## src/rtl/imm_decode_ctrl_pkg.sv

```systemverilog
// imm_decode_ctrl_pkg: EXTOp codes, RV32I opcode constants, FSM states and payload type
package imm_decode_ctrl_pkg;
  localparam logic [5:0] EXT_CTRL_ITYPE_SHAMT = 6'b100000;
  localparam logic [5:0] EXT_CTRL_ITYPE       = 6'b010000;
  localparam logic [5:0] EXT_CTRL_STYPE       = 6'b001000;
  localparam logic [5:0] EXT_CTRL_BTYPE       = 6'b000100;
  localparam logic [5:0] EXT_CTRL_UTYPE       = 6'b000010;
  localparam logic [5:0] EXT_CTRL_JTYPE       = 6'b000001;
  localparam logic [6:0] OP_IMM = 7'b0010011;
  localparam logic [6:0] LOAD   = 7'b0000011;
  localparam logic [6:0] JALR   = 7'b1100111;
  localparam logic [6:0] STORE  = 7'b0100011;
  localparam logic [6:0] BRANCH = 7'b1100011;
  localparam logic [6:0] LUI    = 7'b0110111;
  localparam logic [6:0] AUIPC  = 7'b0010111;
  localparam logic [6:0] JAL    = 7'b1101111;
  localparam logic [6:0] OP     = 7'b0110011;
  localparam logic [6:0] FENCE  = 7'b0001111;
  localparam logic [6:0] SYSTEM = 7'b1110011;
  localparam logic [2:0] F3_SLLI = 3'b001;
  localparam logic [2:0] F3_SRXI = 3'b101;
  typedef enum logic [1:0] {EMPTY, FULL, SKID} state_t;
  typedef struct packed {
    logic [31:0] imm;
    logic [5:0]  extop;
    logic [4:0]  rd;
    logic        illegal;
  } payload_t;
endpackage

```

## src/rtl/ext1.sv

```systemverilog
// ext1: immediate extender selected by one-hot EXTOp
import imm_decode_ctrl_pkg::*;
module ext1 (
  input  logic [4:0]  iimm_shamt,
  input  logic [11:0] iimm,
  input  logic [11:0] simm,
  input  logic [11:0] bimm,
  input  logic [19:0] uimm,
  input  logic [19:0] jimm,
  input  logic [5:0]  extop,
  output logic [31:0] immout
);
  always_comb begin
    immout = extop == EXT_CTRL_ITYPE_SHAMT ? {27'b0, iimm_shamt} :
             extop == EXT_CTRL_ITYPE       ? {{20{iimm[11]}}, iimm} :
             extop == EXT_CTRL_STYPE       ? {{20{simm[11]}}, simm} :
             extop == EXT_CTRL_BTYPE       ? {{19{bimm[11]}}, bimm, 1'b0} :
             extop == EXT_CTRL_UTYPE       ? {uimm, 12'b0} :
             extop == EXT_CTRL_JTYPE       ? {{11{jimm[19]}}, jimm, 1'b0} : 32'b0;
  end
endmodule

```

## src/rtl/imm_op_decode.sv

```systemverilog
// imm_op_decode: combinational opcode/funct3 -> {EXTOp, illegal}
import imm_decode_ctrl_pkg::*;
module imm_op_decode (
  input  logic [6:0] opcode,
  input  logic [2:0] funct3,
  output logic [5:0] extop,
  output logic       illegal
);
  always_comb begin
    extop   = '0;
    illegal = 1'b0;
    case (opcode)
      OP_IMM:             extop = (funct3 == F3_SLLI || funct3 == F3_SRXI) ? EXT_CTRL_ITYPE_SHAMT : EXT_CTRL_ITYPE;
      LOAD, JALR:         extop = EXT_CTRL_ITYPE;
      STORE:              extop = EXT_CTRL_STYPE;
      BRANCH:             extop = EXT_CTRL_BTYPE;
      LUI, AUIPC:         extop = EXT_CTRL_UTYPE;
      JAL:                extop = EXT_CTRL_JTYPE;
      OP, FENCE, SYSTEM:  extop = '0;
      default:            illegal = 1'b1;
    endcase
  end
endmodule

```

## src/rtl/imm_decode_ctrl.sv

```systemverilog
// imm_decode_ctrl: ID-stage immediate decode with 1-deep output stage, stall and flush.
// Define IMM_DECODE_SKID_EN to add a skid entry and register in_ready.
import imm_decode_ctrl_pkg::*;
module imm_decode_ctrl #(
  parameter int XLEN = 32,
  parameter int PC_W = 32
) (
  input  logic            clk,
  input  logic            rst,
  input  logic            in_valid,
  output logic            in_ready,
  input  logic [31:0]     in_instr,
  input  logic [PC_W-1:0] in_pc,
  input  logic            flush,
  output logic            out_valid,
  input  logic            out_ready,
  output logic [XLEN-1:0] out_imm,
  output logic [5:0]      out_extop,
  output logic [PC_W-1:0] out_pc,
  output logic [4:0]      out_rd,
  output logic            out_illegal
);
  payload_t dec, pay;
  logic [PC_W-1:0] pc_q;
  state_t state, state_n;
  imm_op_decode u_dec (
    .opcode (in_instr[6:0]),
    .funct3 (in_instr[14:12]),
    .extop  (dec.extop),
    .illegal(dec.illegal)
  );
  ext1 u_ext (
    .iimm_shamt(in_instr[24:20]),
    .iimm      (in_instr[31:20]),
    .simm      ({in_instr[31:25], in_instr[11:7]}),
    .bimm      ({in_instr[31], in_instr[7], in_instr[30:25], in_instr[11:8]}),
    .uimm      (in_instr[31:12]),
    .jimm      ({in_instr[31], in_instr[19:12], in_instr[20], in_instr[30:21]}),
    .extop     (dec.extop),
    .immout    (dec.imm)
  );
  assign dec.rd      = in_instr[11:7];
  assign out_valid   = state != EMPTY;
  assign out_imm     = pay.imm;
  assign out_extop   = pay.extop;
  assign out_rd      = pay.rd;
  assign out_illegal = pay.illegal;
  assign out_pc      = pc_q;
`ifdef IMM_DECODE_SKID_EN
  payload_t skid;
  logic [PC_W-1:0] skid_pc;
  logic rdy_q, ld_main, ld_skid, promote;
  logic acc;
  assign in_ready = rdy_q;
  assign acc = in_valid && rdy_q;
  always_comb begin
    state_n = state;
    ld_main = 1'b0;
    ld_skid = 1'b0;
    promote = 1'b0;
    if (!flush)
      case (state)
        EMPTY: begin
          state_n = acc ? FULL : EMPTY;
          ld_main = acc;
        end
        FULL: begin
          state_n = acc ? (out_ready ? FULL : SKID) : (out_ready ? EMPTY : FULL);
          ld_main = acc && out_ready;
          ld_skid = acc && !out_ready;
        end
        default: begin
          state_n = out_ready ? FULL : SKID;
          promote = out_ready;
        end
      endcase
    else
      state_n = EMPTY;
  end
  // in_ready comes from a flop so out_ready never reaches IF combinationally
  always_ff @(posedge clk or posedge rst) begin
    if (rst) begin
      state   <= EMPTY;
      rdy_q   <= 1'b0;
      pay     <= '0;
      pc_q    <= '0;
      skid    <= '0;
      skid_pc <= '0;
    end else begin
      state <= state_n;
      rdy_q <= state_n != SKID;
      if (ld_main) begin
        pay  <= dec;
        pc_q <= in_pc;
      end else if (promote) begin
        pay  <= skid;
        pc_q <= skid_pc;
      end
      if (ld_skid) begin
        skid    <= dec;
        skid_pc <= in_pc;
      end
    end
  end
`else
  logic en, load;
  assign in_ready = en && (!out_valid || out_ready);
  assign load = in_valid && in_ready && !flush;
  always_comb begin
    state_n = flush ? EMPTY : load ? FULL : (out_valid && out_ready) ? EMPTY : state;
  end
  always_ff @(posedge clk or posedge rst) begin
    if (rst) begin
      state <= EMPTY;
      en    <= 1'b0;
      pay   <= '0;
      pc_q  <= '0;
    end else begin
      state <= state_n;
      en    <= 1'b1;
      if (load) begin
        pay  <= dec;
        pc_q <= in_pc;
      end
    end
  end
`endif
endmodule
```

## config.mk

```make
export PLATFORM = sky130hd
export DESIGN_NAME = imm_decode_ctrl
export DESIGN_NICKNAME = d
export VERILOG_FILES = /design/src/rtl/imm_decode_ctrl_pkg.sv /design/src/rtl/ext1.sv /design/src/rtl/imm_op_decode.sv /design/src/rtl/imm_decode_ctrl.sv
export SDC_FILE = /design/constraint.sdc
export NUM_CORES = 1
export LEC_CHECK = 0
export BUFFER_PORTS_ARGS = -buffer_cell sky130_fd_sc_hd__buf_2
export CORE_UTILIZATION = 40
export DETAILED_ROUTE_END_ITERATION = 7
export PLACE_DENSITY = 0.69
export REMOVE_ABC_BUFFERS = 1
export SLEW_MARGIN = 20
export SYNTH_ARGS = -nofsm -noshare
export SYNTH_HDL_FRONTEND = slang
export SYNTH_SLANG_ARGS = --single-unit
```

## constraint.sdc

```tcl
create_clock -name clk -period 2.4 [get_ports clk]
set_input_delay 0 -clock clk [delete_from_list [all_inputs] [get_ports clk]]
set_output_delay 0 -clock clk [all_outputs]
set_load 0.01 [all_outputs]
```

== Word-level counts from Yosys, hierarchy flattened ==
Cells that the tools add are included.
Operators by class
  equal/unequal tests: 19
  mux-type cells: 12
  reduce and logical (&&, ||, !) cells: 13
Operator list (count)
  2-to-1 mux 32 bit: 6
  case mux 6 bit (6 select lines): 1
  equality test 7 bit, second input constant: 4
  equality test 7 x 6 -> 1 bit, second input constant: 3
  equality test 7 x 5 -> 1 bit, second input constant: 2
  OR reduction 11 bit: 1
  equality test 7 x 2 -> 1 bit, second input constant: 1
  equality test 7 x 4 -> 1 bit, second input constant: 1
  equality test 6 x 1 -> 1 bit, second input constant: 1
  equality test 6 x 2 -> 1 bit, second input constant: 1
  equality test 6 x 3 -> 1 bit, second input constant: 1
  equality test 6 x 4 -> 1 bit, second input constant: 1
  equality test 6 x 5 -> 1 bit, second input constant: 1
  equality test 6 bit, second input constant: 1
  2-to-1 mux 2 bit: 3
  2-to-1 mux 6 bit: 1
  logical AND 1 bit: 4
  OR reduction 2 bit: 2
  equality test 3 x 1 -> 1 bit, second input constant: 1
  equality test 3 bit, second input constant: 1
  nonzero test 3 bit: 1
  zero test 1 bit: 2
  logical OR 1 bit: 2
  nonzero test 2 bit: 1
  2-to-1 mux 1 bit: 1
Word-level totals
  flip-flop bits (word level): 79
  input bits: 69
  output and inout port bits: 78
  word-level logic and storage cells: 51

== Logic depth before layout (Yosys ltp) ==
  depth in word-level cells: 11
  mapped depth: 6
  depth with buffers taken out: 4

== Modules after synthesis ==
From an unflattened synthesis, not the netlist that was laid out.
Second synthesis, totals
  cell total of the unflattened synthesis: 308
  area, all modules: 3917.5 sq um
By module, submodules not included
  imm_decode_ctrl: instances 1, cells an instance 168, area each 3032.9 sq um, sequential area each 1951.9 sq um
  ext1: instances 1, cells an instance 117, area each 725.7 sq um, sequential area each 0.0 sq um
  imm_op_decode: instances 1, cells an instance 23, area each 158.9 sq um, sequential area each 0.0 sq um

== Worst setup path before layout ==
Ideal clock, no wire load.
  path kind: reg2reg
  start: register state[0]
  end: register pay (netlist bit out_imm[0])
  setup time: 0.141 ns
  arrival time: 1.423 ns
  required time: 2.259 ns
  path slack: 0.836 ns
  stages on the path, launching flop included: 6
  buffers on the path: 2
  period minus slack after synthesis: 1.564 ns
  path through: dfrtp_1 nand2b_1 and4b_1 clkbuf_1 clkbuf_1 a31oi_1
On the way
  longest elaborated chain between the ends: 6
RTL lines
  start, declared: RTL line imm_decode_ctrl.sv:25  | state_t state, state_n;
  start signal, assigned: RTL line imm_decode_ctrl.sv:119  | state <= state_n;
  nonzero test 2 bit: RTL line imm_decode_ctrl.sv:43  | assign out_valid = state != EMPTY;
  zero test 1 bit: RTL line imm_decode_ctrl.sv:107  | assign in_ready = en && (!out_valid || out_ready);
  logical OR 1 bit: RTL line imm_decode_ctrl.sv:107
  logical AND 1 bit: RTL line imm_decode_ctrl.sv:107
  logical AND 1 bit (2 in series): RTL line imm_decode_ctrl.sv:108  | assign load = in_valid && in_ready && !flush;
  end signal, assigned: RTL line imm_decode_ctrl.sv:116  | pay <= '0;
  end signal, assigned: RTL line imm_decode_ctrl.sv:122  | pay <= dec;
  end, declared: RTL line imm_decode_ctrl.sv:23  | payload_t dec, pay;
Every way passes these cells.
A chain may end at the register's enable or synchronous reset.

== Worst setup path after layout ==
  start: register state[0]
  end: register state[0]
On the way
  longest elaborated chain between the ends: 8
  elaborated cells on any way between the ends: 10
  classes of those cells: 2 x mux; 8 x reduce/logical
RTL lines
  nonzero test 2 bit *: RTL line imm_decode_ctrl.sv:43
  zero test 1 bit: RTL line imm_decode_ctrl.sv:107
  logical OR 1 bit: RTL line imm_decode_ctrl.sv:107
  logical AND 1 bit: RTL line imm_decode_ctrl.sv:107
  logical AND 1 bit (2 in series): RTL line imm_decode_ctrl.sv:108
  2-to-1 mux 2 bit (2 in series): RTL line imm_decode_ctrl.sv:110  | state_n = flush ? EMPTY : load ? FULL : (out_valid && out_ready) ? EMPTY : state;
Mark *: on every way between the ends. The rest lies on a longest branch, timed or not.

==> impl_metrics.toml <==
[status]
result_of_the_run = "finished clean"

[clocking]
h-tree-depth = 3
numClockSinks = 78
ctsLongestPathBuffers = 2
cts_post_setup_buffers_inserted = 0
post_cts_resize_count = 0
tritoncts_clock_tree = "built"
cts_buffers = 9
clock_tree.root_cell = "clkbuf_8"
clock_latency_ns = 0.34
path_clk_slew_ns = 0.09

[worst_setup_path]
cp_data_required_time_ns = 2.68
timing.critical_path.to_type = "flop"
critical_path_peak_fanout = 15
cp_data_arrival_time_ns = 2.01
path_class = "flop to flop"
start_kind = "flop"

[synth]
yosysSeqAreaShare_pct = 56.2
postSynthAreaPerCell_um2 = 9.73
yosys_warnings = 0
ys_types = 45
synthFlopType = "dfrtp_1"
ys_async_rst_share_pct = 100
yosys_register_bits = 78
synth-edff-count = 0
synth_area_um2 = 3470
synthesis.instances = 357

[floorplan]
initial_utilization_pct = 41.9
chipWidth_um = 95.2
chipHeight_um = 95.2
io_pins = 147
die_area_um2 = 9060
placeableCoreArea_um2 = 8300
rows = 33

[power]
p_sw_mw = 0.913
ir_drop_mv = 0.295
sequential_cell_fraction_of_total_power_pct = 46.9
switching_share_pct = 28.2
power.leakage_nw = 2.61
combinationalPowerShare_pct = 19.1
p_int_mw = 2.32
cellPowerDensity_nw_per_um2 = 636
p_total_mw = 3.23
power.share.clock_pct = 34.0

[route]
drt_drc_violations_left = 0
detailed_route_iter0_violations = 114
avg_vias_per_cell = 5.00
route.final.wire_length_mm = 9.95
avgRoutedWirePerCell_um = 14.9
via_count = 3343
detail_route_antenna_nets = 0
drt_pre_antenna_iters = 4

[global_routing]
grt_start_max_net_pins = 79
track_usage_pct = 22.5
antenna_found_initial = 0
first_global_vias = 3313
grt_pass1_wl_mm = 15.7
globalRouteOverflowTotal = 0

[sta]
final.period_utilization_pct = 71.9
final-max-slew-violation-count = 0
final.hold.worst_slack_ns = 0.0246
period_needed_ns = 1.73
transition_time_of_the_tightest_slew_check_pin_ns = 0.537
unrepaired_setup_endpoints_after_global_routing = "false"
worst_clock_skew_ns = 0.00814
achievable-frequency_mhz = 579
fin_tns_setup_ns = 0
setup_viols_final = 0
final_number_of_hold_violating_endpoints = 0
timing.slew.headroom_pct = 64.2

[final_layout]
fin_area_um2 = 5080
fillCellCount = 708
drive_gt1_share_pct = 32.7
finish.net_count = 627
final_core_utilization_pct = 61.3
antenna_cells = 0
multi_input_comb_area_um2 = 1370
area_delta_synth_final_pct = 46.3
seq_cell_area_um2 = 1950

[place]
placement.cell_area_um2 = 4270
routabilityCongestion = 0.829
hpwl_mm = 6.30
portBuffers = 146

[worst_hold_path]
min_path_type = "input port to flop"

[job]
drv.max_cap_violation_count = 0
-- flip-flops by register name, summed over array words and instances (netlist names) --
| register | flops |
|---|---|
| out_rd | 5 |
| en | 1 |
| out_pc | 32 |
| out_imm | 32 |
| state | 1 |
| out_extop | 6 |
| out_illegal | 1 |
-- per-layer routing --
layer / global-route usage, % / wire length (um)
met1: 26.8 / 4320
met5: 0 / 0
met3: 5.50 / 735
met2: 39.6 / 4770
met4: 7.58 / 127
-- cell type report --
cell class | instances | share of cell area (%)
Clock buffer | 9 | 2.44
Sequential cell | 78 | 38.4
Timing Repair Buffer | 213 | 27.4
Clock inverter | 7 | 1.90
Tap cell | 105 | 2.58
Inverter | 3 | 0.246
Multi-Input combinational cell | 253 | 27.0
-- power groups by stage --
stage               clock network, mW  logic, mW  registers, mW
floorplan                           0      0.191           1.61
global placement                    0      0.527           1.54
detailed placement                  0      0.537           1.54
CTS                              1.12      0.612           1.52
global route                     1.18      0.688           1.53
finish                           1.10      0.617           1.52
-- cells in the mapped netlist (4+ instances only) --
| cell type | n | area [um^2] |
|---|---|---|
| nand2_1 | 143 | 537 |
| dfrtp_1 | 78 | 1950 |
| a22oi_1 | 20 | 150 |
| o21ai_0 | 15 | 75.1 |
| clkbuf_1 | 12 | 45.0 |
| nor2_1 | 11 | 41.3 |
| a22o_1 | 8 | 70.1 |
| a2bb2oi_1 | 8 | 70.1 |
| buf_2 | 5 | 25.0 |
| a221oi_1 | 4 | 35.0 |
-- final timing paths --
path | depth (start not counted) | slack [ns] | start | to
worst min register to register | 2 | 0.47 | out_rd[4] | out_rd[4]
min in group asynchronous | 4 | 0.31 | rst | out_pc[26]
worst max register to register | 5 | 0.67 | state[0] | state[0]
max in group asynchronous | 4 | 1.77 | rst | out_extop[0]
worst min-delay path | 3 | 0.02 | in_instr[1] | out_extop[2]
worst max-delay path | 5 | 0.67 | state[0] | state[0]
-- stage by stage --
stage	setup WS, ns	cells
final	0.674	668
after global routing	0.574	668
after CTS	0.662	668
after detailed placement	0.752	593
after global placement	0.823	593
after floorplan	-1.18	334
-- critical path: stages, from the launching register on --
cell	delay (ns)
dfrtp_1	0.38
nand2b_1	0.11
nand4b_1	0.25
buf_4	0.29
o21ai_0	0.08
dlygate4sd3_1	0.55
-- layout by cell type (no fill, tap or decap), types with 2 or more instances in the layout --
cell             n
a21oi_1          2
nand3_1          3
a31oi_1          2
dfrtp_1         78
buf_4            7
a22oi_1         20
a22o_1           8
nand4b_1         2
nand2b_1         2
nand2_1        143
nor3_1           2
clkinv_4         2
o31ai_1          2
dlygate4sd3_1   59
nor2_1          11
a2bb2oi_1        8
inv_1            2
clkbuf_8         9
o21ai_0         15
buf_2          146
nor3b_1          3
bufinv_16        2
nand3b_1         3
clkinv_2         3
a22oi_2          2
a221oi_1         4
-- repair_timing --
action | 4_1_cts | 5_1_grt
endpoints found under the hold margin | 144 | 0
setup endpoints to repair | 0 | 0
hold buffers | 59 | 0
-- cells by family after synthesis --
| family | synth area share (%) |
|---|---|
| AND/OR/NAND/NOR | 24.0 |
| flip-flops | 56.2 |
| AO/OA/AOI/OAI | 15.4 |
| buffers and inverters | 4.32 |
| other | 0.108 |
Note: power is estimated with default switching activity, not from simulation.
